`src/rtl/dpd_decode_seq.sv`:
```
// dpd_decode_seq
//   Densely-packed-decimal (IEEE 754-2008 DPD) to BCD decoder with valid/ready
//   handshake. A word of N declets is latched on accept, then decoded LANES
//   declets per clock into a result register, then held until consumed.
//
// Parameters
//   N      declets per word (1..34)
//   LANES  declets decoded per clock (1..N, need not divide N)
//
// Ports
//   clk       clock, all state on rising edge
//   rst       asynchronous active-high reset
//   i_valid   input word present
//   i_ready   block can accept a word this cycle (IDLE and not in reset)
//   i         N declets, declet k at i[k*10+9:k*10]
//   o_valid   decoded word present on o (DONE)
//   o_ready   consumer accepts o this cycle
//   o         N*12 BCD bits, declet k at o[k*12+11:k*12], hundreds in top nibble
//   busy      decode in progress (RUN)
//   noncanon  sticky "some declet in the word is non-canonical"
//             (only with DPD_NONCANON_CHK_EN defined)
//
// Optional feature macro: DPD_NONCANON_CHK_EN

module dpd_decode_seq #(
  parameter int N     = 11,
  parameter int LANES = 4
) (
  input  logic              clk,
  input  logic              rst,
  input  logic              i_valid,
  output logic              i_ready,
  input  logic [N*10-1:0]   i,
  output logic              o_valid,
  input  logic              o_ready,
  output logic [N*12-1:0]   o,
  output logic              busy
`ifdef DPD_NONCANON_CHK_EN
  ,
  output logic              noncanon
`endif
);

  localparam int unsigned NU    = N;
  localparam int unsigned LU    = LANES;
  localparam int unsigned BEATS = (NU + LU - 1) / LU;
  localparam int unsigned BW    = (BEATS > 1) ? $clog2(BEATS) : 1;
  localparam logic [BW-1:0] LAST_BEAT = BW'(BEATS - 1);

  typedef enum logic [1:0] {
    IDLE = 2'd0,
    RUN  = 2'd1,
    DONE = 2'd2
  } state_t;

  state_t        state;
  state_t        state_nx;
  logic [BW-1:0] beat;
  logic [9:0]    src      [NU];
  logic [11:0]   res      [NU];
  logic [9:0]    lane_in  [LU];
  logic [11:0]   lane_bcd [LU];
  logic          lane_ok  [LU];

  // Logic-based DPD decode, b[9:0] = p q r s t u v w x y.
  // Non-canonical codes fall into the b[6:5]=11 branch, which ignores b[9:8],
  // so they decode to the same digits as their canonical twin.
  function automatic logic [11:0] dpd2bcd(input logic [9:0] b);
    logic [3:0] h;
    logic [3:0] t;
    logic [3:0] u;
    h = {1'b0, b[9:7]};
    t = {1'b0, b[6:4]};
    u = {1'b0, b[2:0]};
    if (b[3]) begin
      case (b[2:1])
        2'b00: u = {3'b100, b[0]};
        2'b01: begin
          t = {3'b100, b[4]};
          u = {1'b0, b[6:5], b[0]};
        end
        2'b10: begin
          h = {3'b100, b[7]};
          u = {1'b0, b[9:8], b[0]};
        end
        default: begin
          case (b[6:5])
            2'b00: begin
              h = {3'b100, b[7]};
              t = {3'b100, b[4]};
              u = {1'b0, b[9:8], b[0]};
            end
            2'b01: begin
              h = {3'b100, b[7]};
              t = {1'b0, b[9:8], b[4]};
              u = {3'b100, b[0]};
            end
            2'b10: begin
              t = {3'b100, b[4]};
              u = {3'b100, b[0]};
            end
            default: begin
              h = {3'b100, b[7]};
              t = {3'b100, b[4]};
              u = {3'b100, b[0]};
            end
          endcase
        end
      endcase
    end
    return {h, t, u};
  endfunction

  assign i_ready = (state == IDLE) && !rst;
  assign o_valid = (state == DONE);
  assign busy    = (state == RUN);

  always_ff @(posedge clk or posedge rst) begin
    if (rst) state <= IDLE;
    else     state <= state_nx;
  end

  always_comb begin
    state_nx = state;
    case (state)
      IDLE:    if (i_valid) state_nx = RUN;
      RUN:     if (beat == LAST_BEAT) state_nx = DONE;
      DONE:    if (o_ready) state_nx = IDLE;
      default: state_nx = IDLE;
    endcase
  end

  // Lane l handles declet beat*LANES+l; lanes past N on the last beat stay off.
  always_comb begin
    for (int unsigned l = 0; l < LU; l++) begin
      lane_in[l] = '0;
      lane_ok[l] = 1'b0;
      for (int unsigned k = 0; k < NU; k++) begin
        if (k == 32'(beat) * LU + l) begin
          lane_in[l] = src[k];
          lane_ok[l] = 1'b1;
        end
      end
      lane_bcd[l] = dpd2bcd(lane_in[l]);
    end
  end

`ifdef DPD_NONCANON_CHK_EN
  function automatic logic is_noncanon(input logic [9:0] b);
    return (b[3:1] == 3'b111) && (b[6:5] == 2'b11) && (b[9:8] != 2'b00);
  endfunction

  logic beat_nc;

  always_comb begin
    beat_nc = 1'b0;
    for (int unsigned l = 0; l < LU; l++) begin
      if (lane_ok[l] && is_noncanon(lane_in[l])) beat_nc = 1'b1;
    end
  end

  always_ff @(posedge clk or posedge rst) begin
    if (rst) begin
      noncanon <= 1'b0;
    end else if (state == IDLE && i_valid) begin
      noncanon <= 1'b0;
    end else if (state == RUN && beat_nc) begin
      noncanon <= 1'b1;
    end
  end
`endif

  always_ff @(posedge clk or posedge rst) begin
    if (rst) begin
      beat <= '0;
      for (int unsigned k = 0; k < NU; k++) begin
        src[k] <= '0;
        res[k] <= '0;
      end
    end else begin
      case (state)
        IDLE: begin
          if (i_valid) begin
            beat <= '0;
            for (int unsigned k = 0; k < NU; k++) src[k] <= i[k*10 +: 10];
          end
        end
        RUN: begin
          beat <= beat + 1'b1;
          for (int unsigned k = 0; k < NU; k++) begin
            if (k / LU == 32'(beat) && lane_ok[k % LU]) res[k] <= lane_bcd[k % LU];
          end
        end
        default: ;
      endcase
    end
  end

  always_comb begin
    o = '0;
    for (int unsigned k = 0; k < NU; k++) o[k*12 +: 12] = res[k];
  end

endmodule
```
`config.mk`:
```
export PLATFORM = sky130hd
export DESIGN_NAME = dpd_decode_seq
export DESIGN_NICKNAME = d
export VERILOG_FILES = /design/src/rtl/dpd_decode_seq.sv
export SDC_FILE = /design/constraint.sdc
export NUM_CORES = 1
export LEC_CHECK = 0
export CELL_PAD_IN_SITES_DETAIL_PLACEMENT = 0
export CELL_PAD_IN_SITES_GLOBAL_PLACEMENT = 2
export CORE_MARGIN = 1.5
export CORE_UTILIZATION = 29
export CTS_CLUSTER_SIZE = 14
export DETAILED_ROUTE_END_ITERATION = 16
export HOLD_SLACK_MARGIN = 0.06
export PLACE_DENSITY = 0.73
export SLEW_MARGIN = 20
export SYNTH_ARGS = -nofsm -noshare
export SYNTH_HDL_FRONTEND = slang
export SYNTH_SLANG_ARGS = --single-unit
```
`constraint.sdc`:
```
create_clock -name clk -period 8.75 [get_ports clk]
set_input_delay 1.75 -clock clk [delete_from_list [all_inputs] [get_ports clk]]
set_output_delay 1.75 -clock clk [all_outputs]
set_load 0.05 [all_outputs]
```
==> Yosys cells after proc, flatten, opt, wreduce, memory -nomap -nowiden <==
Cells that the tools add are included.
{ "classes": {"n_reduce_logical": 50, "addsub": 4, "n_mux": 114, "eq_ne": 54} }
{ "ops": {"columns": ["operator", "count"], "rows": [
  ["equality test 3 x 32 -> 1 bit, first input constant", 12],
  ["two-way mux 10 bit", 36],
  ["equality test 2 x 32 -> 1 bit, first input constant", 6],
  ["equality test 4 x 32 -> 1 bit, first input constant", 6],
  ["zero test 32 bit", 4],
  ["equality test 1 x 32 -> 1 bit, first input constant", 3],
  ["two-way mux 4 bit", 24],
  ["case mux 4 bit (2 select lines)", 8],
  ["case mux 4 bit (3 select lines)", 4],
  ["two-way mux 1 bit", 36],
  ["AND reduction 2 bit", 13],
  ["equality test 2 bit, second input constant", 10],
  ["zero test 2 bit", 10],
  ["equality test 2 x 1 -> 1 bit, second input constant", 9],
  ["OR reduction 2 bit", 8],
  ["equality test 4 x 5 -> 1 bit, first input constant", 3],
  ["logical AND 1 bit", 12],
  ["adder 4 x 2 -> 5 bit, second input constant", 2],
  ["two-way mux 2 bit", 4],
  ["case mux 2 bit (3 select lines)", 1],
  ["adder 4 x 1 -> 5 bit, second input constant", 1],
  ["!= test 2 x 1 -> 1 bit, second input constant", 2],
  ["case mux 2 bit (2 select lines)", 1],
  ["AND reduction 3 bit", 1],
  ["6 further kinds", 6]
]} }
{ "word_totals": {"reg_bits": 246, "output_inout_bits": 135, "wordCells": 246} }

==> Logic depth before layout (Yosys ltp) <==
{ "depth": {"word_depth": 17, "depth_mapped": 10} }

==> Least setup slack after synthesis <==
OpenSTA, ideal clock, no wires.
{ "synth_path": {"kind": "input to output", "from": "input rst", "to": "output i_ready", "t_arrival_ps": 2795, "n_path_buf": 0, "t_required_ps": 7000, "path_slack_ps": 4205, "stages": 1, "cell_sequence": "nor3_1"} }
{ "synth_between": {"elab_chain_len": 2} }
{ "synth_lines": {"columns": ["element", "line", "text"], "rows": [
  ["from (decl)", "30", "input logic rst,"],
  ["zero test 1 bit (no line)", null, null],
  ["logical AND 1 bit", "114", "assign i_ready = (state == IDLE) && !rst;"],
  ["to (decl)", "32", "output logic i_ready,"]
]} }
No other way between the ends.

==> Worst setup path in the final report <==
Same ends and word-level chain as after synthesis.

==> metrics <==
final hold viol count=0; H-tree depth=1; Slew HR=0.356; Layout area overhead=35.5%; clk sink count=approximately 250; Synthesized Nets=about 1100; starting density of the core=0.297; CP cell instances=clkdlybuf4s50_1 > nor3_1 > clkdlybuf4s50_1; vias in the first global route=7818; post-CTS setup buffers=0; Final WS setup=3.60 ns; slowest cell on the critical path=clkdlybuf4s50_1; WL final=between 30 and 40 mm; P_leak=5.99 nW; largest net degree at the start of global routing=129; crit path max fanout=2; Top delay family on crit path=buffers and inverters; Yosys warnings=0; Pins Over Slew Limit=0; total iterations of the first detailed-routing run=4; initial antenna violation count=1; Via density=4.76; Bufs on Longest Clock Path=3; Skew-Pair Late Insertion Delay=0.55 ns; Congestion Overflow GR=0; register clock-pin slew on the reported worst setup and hold paths=0.06 ns; Psw=0.00314 W; Buf+Inv Stages, Crit Path=2; TNS Setup=0 ns; Worst EP arrival=3.40 ns; Critical Path Most Common Cell=clkdlybuf4s50_1; first-pass GRT wire length=48.2 mm; peak supply drop=0.000231 V; post-layout net count=1306; die area=between 30000 and 40000 µm²; final core occ=0.402; CP Launch Type=primary input; count leader, synth=dfrtp_1; Mapped Cells=967; Seq pwr share=0.288; Yosys top cell area share=0.579; RePlAce Congestion=0.759; fin crit share=0.588; Pwr Total=0.00671 W; Final Cell Area=14400 µm²; Worst Hold Class=flop to flop; Post-CTS Resized=0; Final setup viols=0; detailed placement HPWL=around 22 mm; Die W=194 µm; minimum clock period=between 5 and 6 ns; most frequent cells after synthesis=dfrtp_1, nand2_1, o21ai_0; Routed Antenna Nets=0; layout cell share with drive strength beyond 1=0.139; max_cap viols=0; CTS tree=done; Port Buf Inserts=248; Async S/R FF share, synth=1.00; io pins=249; mean area per synthesized cell=11.0 µm²; clock share of power=0.179; total number of vias=7934; Routed wire per std cell=18.9 µm; synth unique cells=48; max incr delay on CP=0.87 ns; predominant post-synthesis flop cell=dfrtp_1; Req. time, crit path=7.00 ns; Yosys reg bits=246; area leader, netlist=dfrtp_1; synthesized area=10600 µm²; endpoint type of the worst setup path=output pin; Post-synth EDFFs=0; Pwr per Cell Area=between 400 and 500 nW/µm²; Slew @ Worst Pin=0.966 ns; Total Routing Usage GR=0.165; Core Area=35800 µm²; area post-placement=approximately 13000 µm²; synth top area cells=dfrtp_1, mux2_2, o21ai_0, nand2_1, a21oi_1; Final Skew=0.0246 ns; combinational power share=0.532; pre-CTS setup slack=about 3.6 ns; number of remaining DRC errors=0; Die H=194 µm; sequential-to-total area share from yosys stat=0.579; # rows=69; RSZ-0062 raised after global routing=no; CTS Hold Bufs=0; Sw Ratio=0.468; 1st-iter DRT viols=326; fmax=approximately 190 MHz; CTS Buf Count=28; CP Class=primary input to output pin; Power Internal=0.00357 W; status=complete, no violations; clk root buf=clkbuf_16
layer usage:
layer / wire [µm] / global-route usage
met4: 527 / 0.0385
met3: 1490 / 0.0250
met1: 15700 / 0.246
met5: 0 / 0
met2: 13800 / 0.251
cell usage in the layout, fill, tap and decap left out, types with 14 or more instances in the layout:
cell	count
a22o_1	21
clkdlybuf4s50_1	248
nor2_1	25
a22oi_1	15
o21ai_0	133
clkbuf_16	29
nand2_1	158
inv_1	23
mux2_2	94
dfrtp_1	246
nand3b_1	25
o21ai_1	14
a21oi_1	44
cell families after synthesis:
kind of cell | Yosys count | synth area share
AOI/OAI and AO/OA | 279 | 0.162
muxes | 97 | 0.102
buffers and inverters | 88 | 0.0411
and+or+nand+nor | 252 | 0.110
adders and majority gates | 5 | 0.00589
DFF | 246 | 0.579
state kept, by name, summed over array words and instances (netlist names):
register / count
src: 110
state: 2
beat: 2
o: 132
power groups by stage:
stage	registers, W	logic, W	clock network [W]
floorplan	0.00273	0.00166	0
global placement	0.00194	0.00358	0
detailed placement	0.00196	0.00362	0
CTS	0.00194	0.00363	0.00124
global route	0.00201	0.00387	0.00129
finish	0.00194	0.00357	0.00120
worst register-to-register path: stages (launching register included):
cell	delay (ns)
dfrtp_1	0.42
inv_1	0.15
ha_2	0.18
buf_4	0.63
a21oi_1	0.29
a22o_1	0.31
o311ai_2	0.71
nand2_1	0.31
o21ai_0	0.23
area by class of cell:
class	count	area, µm²
Fill cell	3487	21400
Sequential cell	246	6160
Multi-Input combinational cell	633	4070
Timing Repair Buffer	254	2540
Clock buffer	40	817
Tap cell	461	577
Clock inverter	9	131
Inverter	24	97.6
Antenna cell	1	2.50
stage by stage:
step,cells,hold slack (ns)
3_3_place_gp,1618,0.462
6_report,1668,0.476
3_5_place_dp,1618,0.469
2_1_floorplan,967,0.472
4_1_cts,1667,0.482
5_1_grt,1667,0.496
path summary, 6_finish.rpt:
kind | to | slack [ns] | cells after the start | startpoint
hold reg to reg | o[4] | 0.48 | 2 | o[4]
setup / recovery | i_ready | 3.60 | 3 | rst
min in group asynchronous | o[78] | 1.78 | 2 | rst
setup reg to reg | o[21] | 5.41 | 8 | beat[1]
hold / removal | o[4] | 0.48 | 2 | o[4]
max in group asynchronous | src[46] | 5.69 | 3 | rst
No activity file was read; power rests on OpenSTA's default activity.
